--- config.mk ---
export PLATFORM = sky130hd
export DESIGN_NAME = uart_tx_ctrl
export DESIGN_NICKNAME = d
export VERILOG_FILES = /design/src/rtl/uart_tx_pkg.sv /design/src/rtl/parity_calc.sv /design/src/rtl/uart_tx_ctrl.sv
export SDC_FILE = /design/constraint.sdc
export NUM_CORES = 1
export LEC_CHECK = 0
export CAP_MARGIN = 15
export CORE_AREA = 2 2 39 41
export DETAILED_ROUTE_END_ITERATION = 8
export DIE_AREA = 0 0 41 43
export GPL_TIMING_DRIVEN = 0
export SYNTH_ARGS = -nofsm -noshare
export SYNTH_HDL_FRONTEND = slang
export SYNTH_SLANG_ARGS = --single-unit
--- constraint.sdc ---
create_clock -name CLK -period 1.3 [get_ports CLK]
set_clock_uncertainty 0.15 [all_clocks]
set_input_delay 0.26 -clock CLK [delete_from_list [all_inputs] [get_ports CLK]]
set_output_delay 0.26 -clock CLK [all_outputs]
set_load 0.005 [all_outputs]
--- src/rtl/uart_tx_pkg.sv ---
// rtl/uart_tx_pkg.sv - shared encodings and line levels for the UART transmit controller
package uart_tx_pkg;

    localparam logic [2:0] S_IDLE   = 3'd0;
    localparam logic [2:0] S_START  = 3'd1;
    localparam logic [2:0] S_DATA   = 3'd2;
    localparam logic [2:0] S_PARITY = 3'd3;
    localparam logic [2:0] S_STOP   = 3'd4;

    typedef enum logic [2:0] {
        ST_IDLE   = S_IDLE,
        ST_START  = S_START,
        ST_DATA   = S_DATA,
        ST_PARITY = S_PARITY,
        ST_STOP   = S_STOP
    } tx_state_e;

    localparam logic PAR_EVEN = 1'b0;
    localparam logic PAR_ODD  = 1'b1;

    localparam logic TX_IDLE_LVL  = 1'b1;
    localparam logic TX_START_LVL = 1'b0;
    localparam logic TX_STOP_LVL  = 1'b1;

endpackage

--- src/rtl/parity_calc.sv ---
// rtl/parity_calc.sv - combinational even/odd parity of the frame data byte
module parity_calc
    import uart_tx_pkg::*;
#(
    parameter int DATA_WIDTH = 8
) (
    input  logic [DATA_WIDTH-1:0] P_DATA,
    input  logic                  PAR_TYP,
    output logic                  par_bit
);

    assign par_bit = (PAR_TYP == PAR_ODD) ? ~(^P_DATA) : ^P_DATA;

endmodule

--- src/rtl/uart_tx_ctrl.sv ---
// rtl/uart_tx_ctrl.sv - UART transmit frame sequencer around the 8-bit serializer
module uart_tx_ctrl
    import uart_tx_pkg::*;
#(
    parameter int DATA_WIDTH = 8
) (
    input  logic                  CLK,
    input  logic                  RST,
    input  logic [DATA_WIDTH-1:0] P_DATA,
    input  logic                  Data_Valid,
    input  logic                  PAR_EN,
    input  logic                  PAR_TYP,
    input  logic                  ser_done,
    input  logic                  ser_data,
    output logic                  ser_en,
    output logic                  Busy,
    output logic                  TX_OUT
);

    tx_state_e state, next_state;
    logic      par_bit_calc;
    logic      par_bit_q;
    logic      par_en_q;
    logic      tx_mux;
    logic      accept;

    parity_calc #(
        .DATA_WIDTH(DATA_WIDTH)
    ) u_parity_calc (
        .P_DATA (P_DATA),
        .PAR_TYP(PAR_TYP),
        .par_bit(par_bit_calc)
    );

    // Busy is low in STOP as well, so a byte offered there starts the next frame back-to-back.
    assign accept = Data_Valid && !Busy;

    always_ff @(posedge CLK or negedge RST) begin
        if (!RST) begin
            state     <= ST_IDLE;
            TX_OUT    <= TX_IDLE_LVL;
            par_bit_q <= 1'b0;
            par_en_q  <= 1'b0;
        end else begin
            state  <= next_state;
            TX_OUT <= tx_mux;
            if (accept) begin
                par_bit_q <= par_bit_calc;
                par_en_q  <= PAR_EN;
            end
        end
    end

    always_comb begin
        next_state = state;
        ser_en     = 1'b0;
        Busy       = 1'b0;
        tx_mux     = TX_IDLE_LVL;
        case (state)
            ST_IDLE: begin
                if (Data_Valid) next_state = ST_START;
            end
            ST_START: begin
                Busy       = 1'b1;
                tx_mux     = TX_START_LVL;
                next_state = ST_DATA;
            end
            ST_DATA: begin
                Busy   = 1'b1;
                ser_en = 1'b1;
                tx_mux = ser_data;
                if (ser_done) next_state = par_en_q ? ST_PARITY : ST_STOP;
            end
            ST_PARITY: begin
                Busy       = 1'b1;
                tx_mux     = par_bit_q;
                next_state = ST_STOP;
            end
            ST_STOP: begin
                tx_mux     = TX_STOP_LVL;
                next_state = Data_Valid ? ST_START : ST_IDLE;
            end
            default: next_state = ST_IDLE;
        endcase
    end

endmodule

**Word-level counts from Yosys, hierarchy flattened**

Index checks and enable logic that the tools add are counted.

- Eq/ne operators: 6
- Reductions and logical operators: 6
- Bitwise gates (word level): 1
- Muxes and demuxes: 9

Operator list:

| kind | count |
|---|---|
| $pmux W3 S5 | 1 |
| $mux W3 | 3 |
| $reduce_xor A8 Y1 | 1 |
| $eq A3 B2 Y1 const B | 2 |
| $mux W1 | 4 |
| $ne A2 B2 Y1 const B | 2 |
| $eq A3 B1 Y1 const B | 1 |
| $eq A3 B3 Y1 const B | 1 |
| $logic_not A3 Y1 | 1 |
| $pmux W1 S3 | 1 |
| $reduce_or A3 Y1 | 1 |
| $reduce_and A2 Y1 | 1 |
| $logic_and A1 B1 Y1 | 1 |
| $logic_not A1 Y1 | 1 |
| $not A1 Y1 | 1 |

- Input port bits: 15
- Bits in registers: 6
- Output and inout port bits: 3

**Logic depth before layout (Yosys ltp)**

- Depth in word-level cells: 5
- Depth in mapped cells: 4
- Depth with buffers taken out: 4

**Modules after synthesis**

Synthesis repeated with hierarchy kept, for this count alone.

- Cells, all modules: 33
- Area, all modules: 360.3 um2

Modules (own cells, without submodules):

| module | sequential area each (um2) | cells an instance | instances | area an instance (um2) |
|---|---|---|---|---|
| uart_tx_ctrl | 151.4 | 26 | 1 | 277.8 |
| parity_calc | 0.0 | 7 | 1 | 82.6 |

**Worst setup path after synthesis**

No wires, ideal clock.

- Path kind: input -> register
- Start: in P_DATA[2]
- End: reg par_bit_q
- Arrival: 1.164 ns
- Path buffers: 0
- Slack: -0.139 ns
- Data required time: 1.025 ns
- Stages on the path: 4
- Library setup time: 0.125 ns
- Cell sequence: xnor2_1 -> xnor3_1 -> xnor2_1 -> mux2_2

- Cells in the longest elaborated chain, start to end: 3

Ends and longest elaborated chain:

| item | line | text |
|---|---|---|
| start: declaration | uart_tx_ctrl.sv:9 | `input logic [DATA_WIDTH-1:0] P_DATA,` |
| $reduce_xor A8 Y1 (*) | parity_calc.sv:12 | `assign par_bit = (PAR_TYP == PAR_ODD) ? ~(^P_DATA) : ^P_DATA;` |
| $not A1 Y1 | parity_calc.sv:12 |  |
| $mux W1 (*) | parity_calc.sv:12 |  |
| end signal: assignment | uart_tx_ctrl.sv:48 | `par_bit_q <= par_bit_calc;` |
| end: declaration | uart_tx_ctrl.sv:22 | `logic par_bit_q;` |

Mark *: on every way between the ends. The rest lies on a longest branch, timed or not.
A chain may end at the register's enable or synchronous reset.

**Final worst setup path**

- Start: reg state[2]
- End: out ser_en

- Cells in the longest elaborated chain, start to end: 2

Ends and longest elaborated chain:

| item | line | text |
|---|---|---|
| start: declaration | uart_tx_ctrl.sv:20 | `tx_state_e state, next_state;` |
| start signal: assignment | uart_tx_ctrl.sv:45 | `state <= next_state;` |
| $eq A3 B2 Y1 | uart_tx_ctrl.sv:59 | `case (state)` |
| $mux W1 | uart_tx_ctrl.sv:59 |  |
| end: declaration | uart_tx_ctrl.sv:15 | `output logic ser_en,` |

No other way between the ends.

==> Flow_metrics.wiki <==
{| class="wikitable"
! Metric !! Value
|-
| Run status || finished, violations left
|-
| Violated checks || negative setup slack
|-
| Post-DP Area || 552 µm²
|-
| Hold Vio Cnt, Final || 0
|-
| Final total power || 1.26 mW
|-
| Pre-CTS setup slack || -0.665 ns
|-
| Synth area leader || dfrtp_1
|-
| Relative max-transition margin || 0.818
|-
| Clock tree from TritonCTS || built
|-
| Number of H-tree levels || 1
|-
| Number of pins with negative max-slew slack in the final report || 0
|-
| Yosys warnings || 0
|-
| Total Nets Final || 76
|-
| Initial Util || 0.256
|-
| Post-detailed-placement half-perimeter wirelength || roughly 530 µm
|-
| Required time of the critical path || around 0.89 ns
|-
| Worst IR drop on VDD || 0.000580 V
|-
| Placeable core area || 0.00138 mm²
|-
| Layout cell share with drive strength beyond 1 || 0.550
|-
| Worst-case reg-to-reg path depth || 3
|-
| GRT Overall Usage || 0.132
|-
| Area contributors post-synth || dfrtp_1, xnor2_2, dfstp_2
|-
| Antenna violations before repair || 0
|-
| Cells along the critical path || buf_6 > nand2b_4 > nor2_1 > buf_2
|-
| Detailed-route via count || 336
|-
| DRC violation count after routing || 0
|-
| Slew at the pin closest to its max-slew limit || 0.272 ns
|-
| Vias in the first global route || 344
|-
| ANT nets after route || 0
|-
| Height of the die || between 40 and 50 µm
|-
| Mean Syn Cell Area || between 10 and 15 µm²
|-
| Path type of the worst min-delay path || in -> async
|-
| Min cycle time layout || 1.49 ns
|-
| Final cycle utilization of the critical path || 1.15
|-
| Root buffer cell || clkbuf_4
|-
| Setup crit end kind || output pin
|-
| Highest Clock Rate || roughly 670 MHz
|-
| Detailed Route WL || just under 900 µm
|-
| Drt first-iter violations || 6
|-
| Final standard cell area without fillers || 673 µm²
|-
| Hold Worst Slack || around 0.1 ns
|-
| Number of buffers inserted during clock tree synthesis || 3
|-
| RSZ-0062 raised after global routing || yes
|-
| Post-synthesis sequential area ratio || 0.428
|-
| Arr. time, crit path || 1.08 ns
|-
| Buffers added on ports || 17
|-
| Diode insertion count for antenna repair || 0
|-
| Capturing point of the worst reg2reg path || par_en_q$_DFFE_PN0P_
|-
| Area growth syn-to-layout || 90.1%
|-
| Per-cell via count in the routed design || 4.42
|-
| Worst r2r src || state[2]$_DFFE_PN0P_
|-
| Grt total ovfl || 0
|-
| Mapped Area || around 350 µm²
|-
| Clk sink count || 6
|-
| Worst Slack Setup Final || -0.191 ns
|-
| Fraction of the core area covered by cells at the end of the flow || 0.486
|-
| Clock insertion delay at the later pin of the skew report || 0.25 ns
|-
| # IOs || 18
|-
| Highest net fanout along the worst path || 2
|-
| Gpl congestion || 0.613
|-
| Number of distinct library cells after synthesis || 18
|-
| Clock slew at reported path FFs || 0.05 ns
|-
| Clock Path Buffers || 2
|-
| Number of placement rows || 14
|-
| Power per unit of standard cell area || 1870 mW/mm²
|-
| Crit Path Class || reg -> out
|-
| Static leakage || 0.317 nW
|-
| CP Launch Type || flip-flop
|-
| Area share of the largest cell type after synthesis || 0.353
|-
| Number of violations of the max-capacitance limit || 0
|-
| Average routed wire per standard cell || 11.6 µm
|-
| Synth Register Bits || 6
|-
| Flop-to-flop setup slack || 0 ns
|-
| Synthesized instance count || 32
|-
| Floorplan die area || 0.00176 mm²
|-
| Number of iterations in the first detailed-routing pass || 3
|-
| Global-route wire length before repair || 1410 µm
|-
| Die extent in x || 41 µm
|-
| Setup Viol. Count Final || 3
|-
| Slowest Stage Delay on Critical Path || ~0.40 ns
|-
| Crit-path slowest cell || dfrtp_1
|-
| Pin count of the biggest net entering global routing || 7
|-
| Synth Net Count || 47
|}
-- cells in the mapped netlist --
cell type	count
dfrtp_1	5
mux2i_1	1
or2_2	1
a21oi_1	2
nand4b_1	1
nor2_1	6
o21ai_1	1
xnor3_1	1
mux2_1	1
a22oi_1	1
inv_1	1
nand2b_1	2
mux2_2	1
xor2_1	1
xnor2_2	2
nand2_1	1
dfstp_2	1
xnor2_1	3
-- cells by family after synthesis --
logic type,after synthesis,synth area share
xor gates and xnor gates,7,0.254
DFF,6,0.428
AOI/OAI and AO/OA,4,0.0636
and+or+nand+nor,11,0.152
muxes,3,0.0919
buffers and inverters,1,0.0106
-- stage by stage --
| step | instances | setup TNS [ns] |
|---|---|---|
| 2_1_floorplan | 32 | -0.124 |
| 3_3_place_gp | 65 | -1.43 |
| 3_5_place_dp | 65 | -1.46 |
| 4_1_cts | 76 | -0.495 |
| 5_1_grt | 76 | -0.479 |
| 6_report | 76 | -0.320 |
-- flip-flops by register name, summed over array words and instances, names as in the netlist --
name	count
state	3
TX_OUT	1
par_bit_q	1
par_en_q	1
-- where the power goes --
part	internal, mW	total, mW	switching (mW)
clock network	0.117	0.191	0.0745
logic	0.435	0.713	0.278
registers	0.288	0.357	0.0684
-- per-layer routing --
layer  share of wire  wire, µm  GRT usage
met3           0.052        46     0.0785
met2            0.62       543      0.209
met1            0.32       278      0.120
met5               0         0          0
met4           0.014        12     0.0800
-- worst max-delay path: cells and delay by family, from the launching register on --
| kind | cells | cell delay [ns] |
|---|---|---|
| flops | 1 | 0.40 |
| buf+inv | 2 | 0.24 |
| simple gates | 2 | 0.20 |
-- layout by cell type (no fill, tap or decap), types with 2 or more instances in the layout --
master / synthesis / final
xnor2_2: 2 / 4
dlygate4sd2_1: 0 / 2
nor2_4: 0 / 2
dfrtp_1: 5 / 3
buf_4: 0 / 5
clkbuf_2: 0 / 2
buf_6: 0 / 5
mux2_4: 0 / 2
clkbuf_4: 0 / 3
buf_2: 0 / 3
dfrtp_2: 0 / 2
clkdlybuf4s50_1: 0 / 6
a21oi_1: 2 / 2
nor2_1: 6 / 4
-- area by class of cell --
cell class              count  area, µm²
inverters                   1       3.75
flip-flops and latches      6        154
fillers                   136        711
multi-input cells          25        263
well taps                  16       20.0
repair buffers             24        206
clock buffers               4       26.3
-- what timing repair did --
action,4_1_cts,5_1_grt
hold buffers,0,0
setup endpoints to repair,5,6
gates resized for setup,41,11
pin swaps,8,6
buffers inserted,7,1
-- how the worst max path moves through the flow --
stage                               startpoint               endpoint  slack (ns)  depth (start not counted)
final                     state[2]$_DFFE_PN0P_                 ser_en       -0.19                          4
after CTS                 state[2]$_DFFE_PN0P_                 ser_en       -0.19                          4
after floorplan                      P_DATA[4]  par_bit_q$_DFFE_PN0P_       -0.12                          4
after global routing      state[2]$_DFFE_PN0P_                 ser_en       -0.23                          4
after global placement               P_DATA[4]  par_bit_q$_DFFE_PN0P_       -0.65                          5
after detailed placement             P_DATA[4]  par_bit_q$_DFFE_PN0P_       -0.67                          5
(Power assumes the default switching activity.)
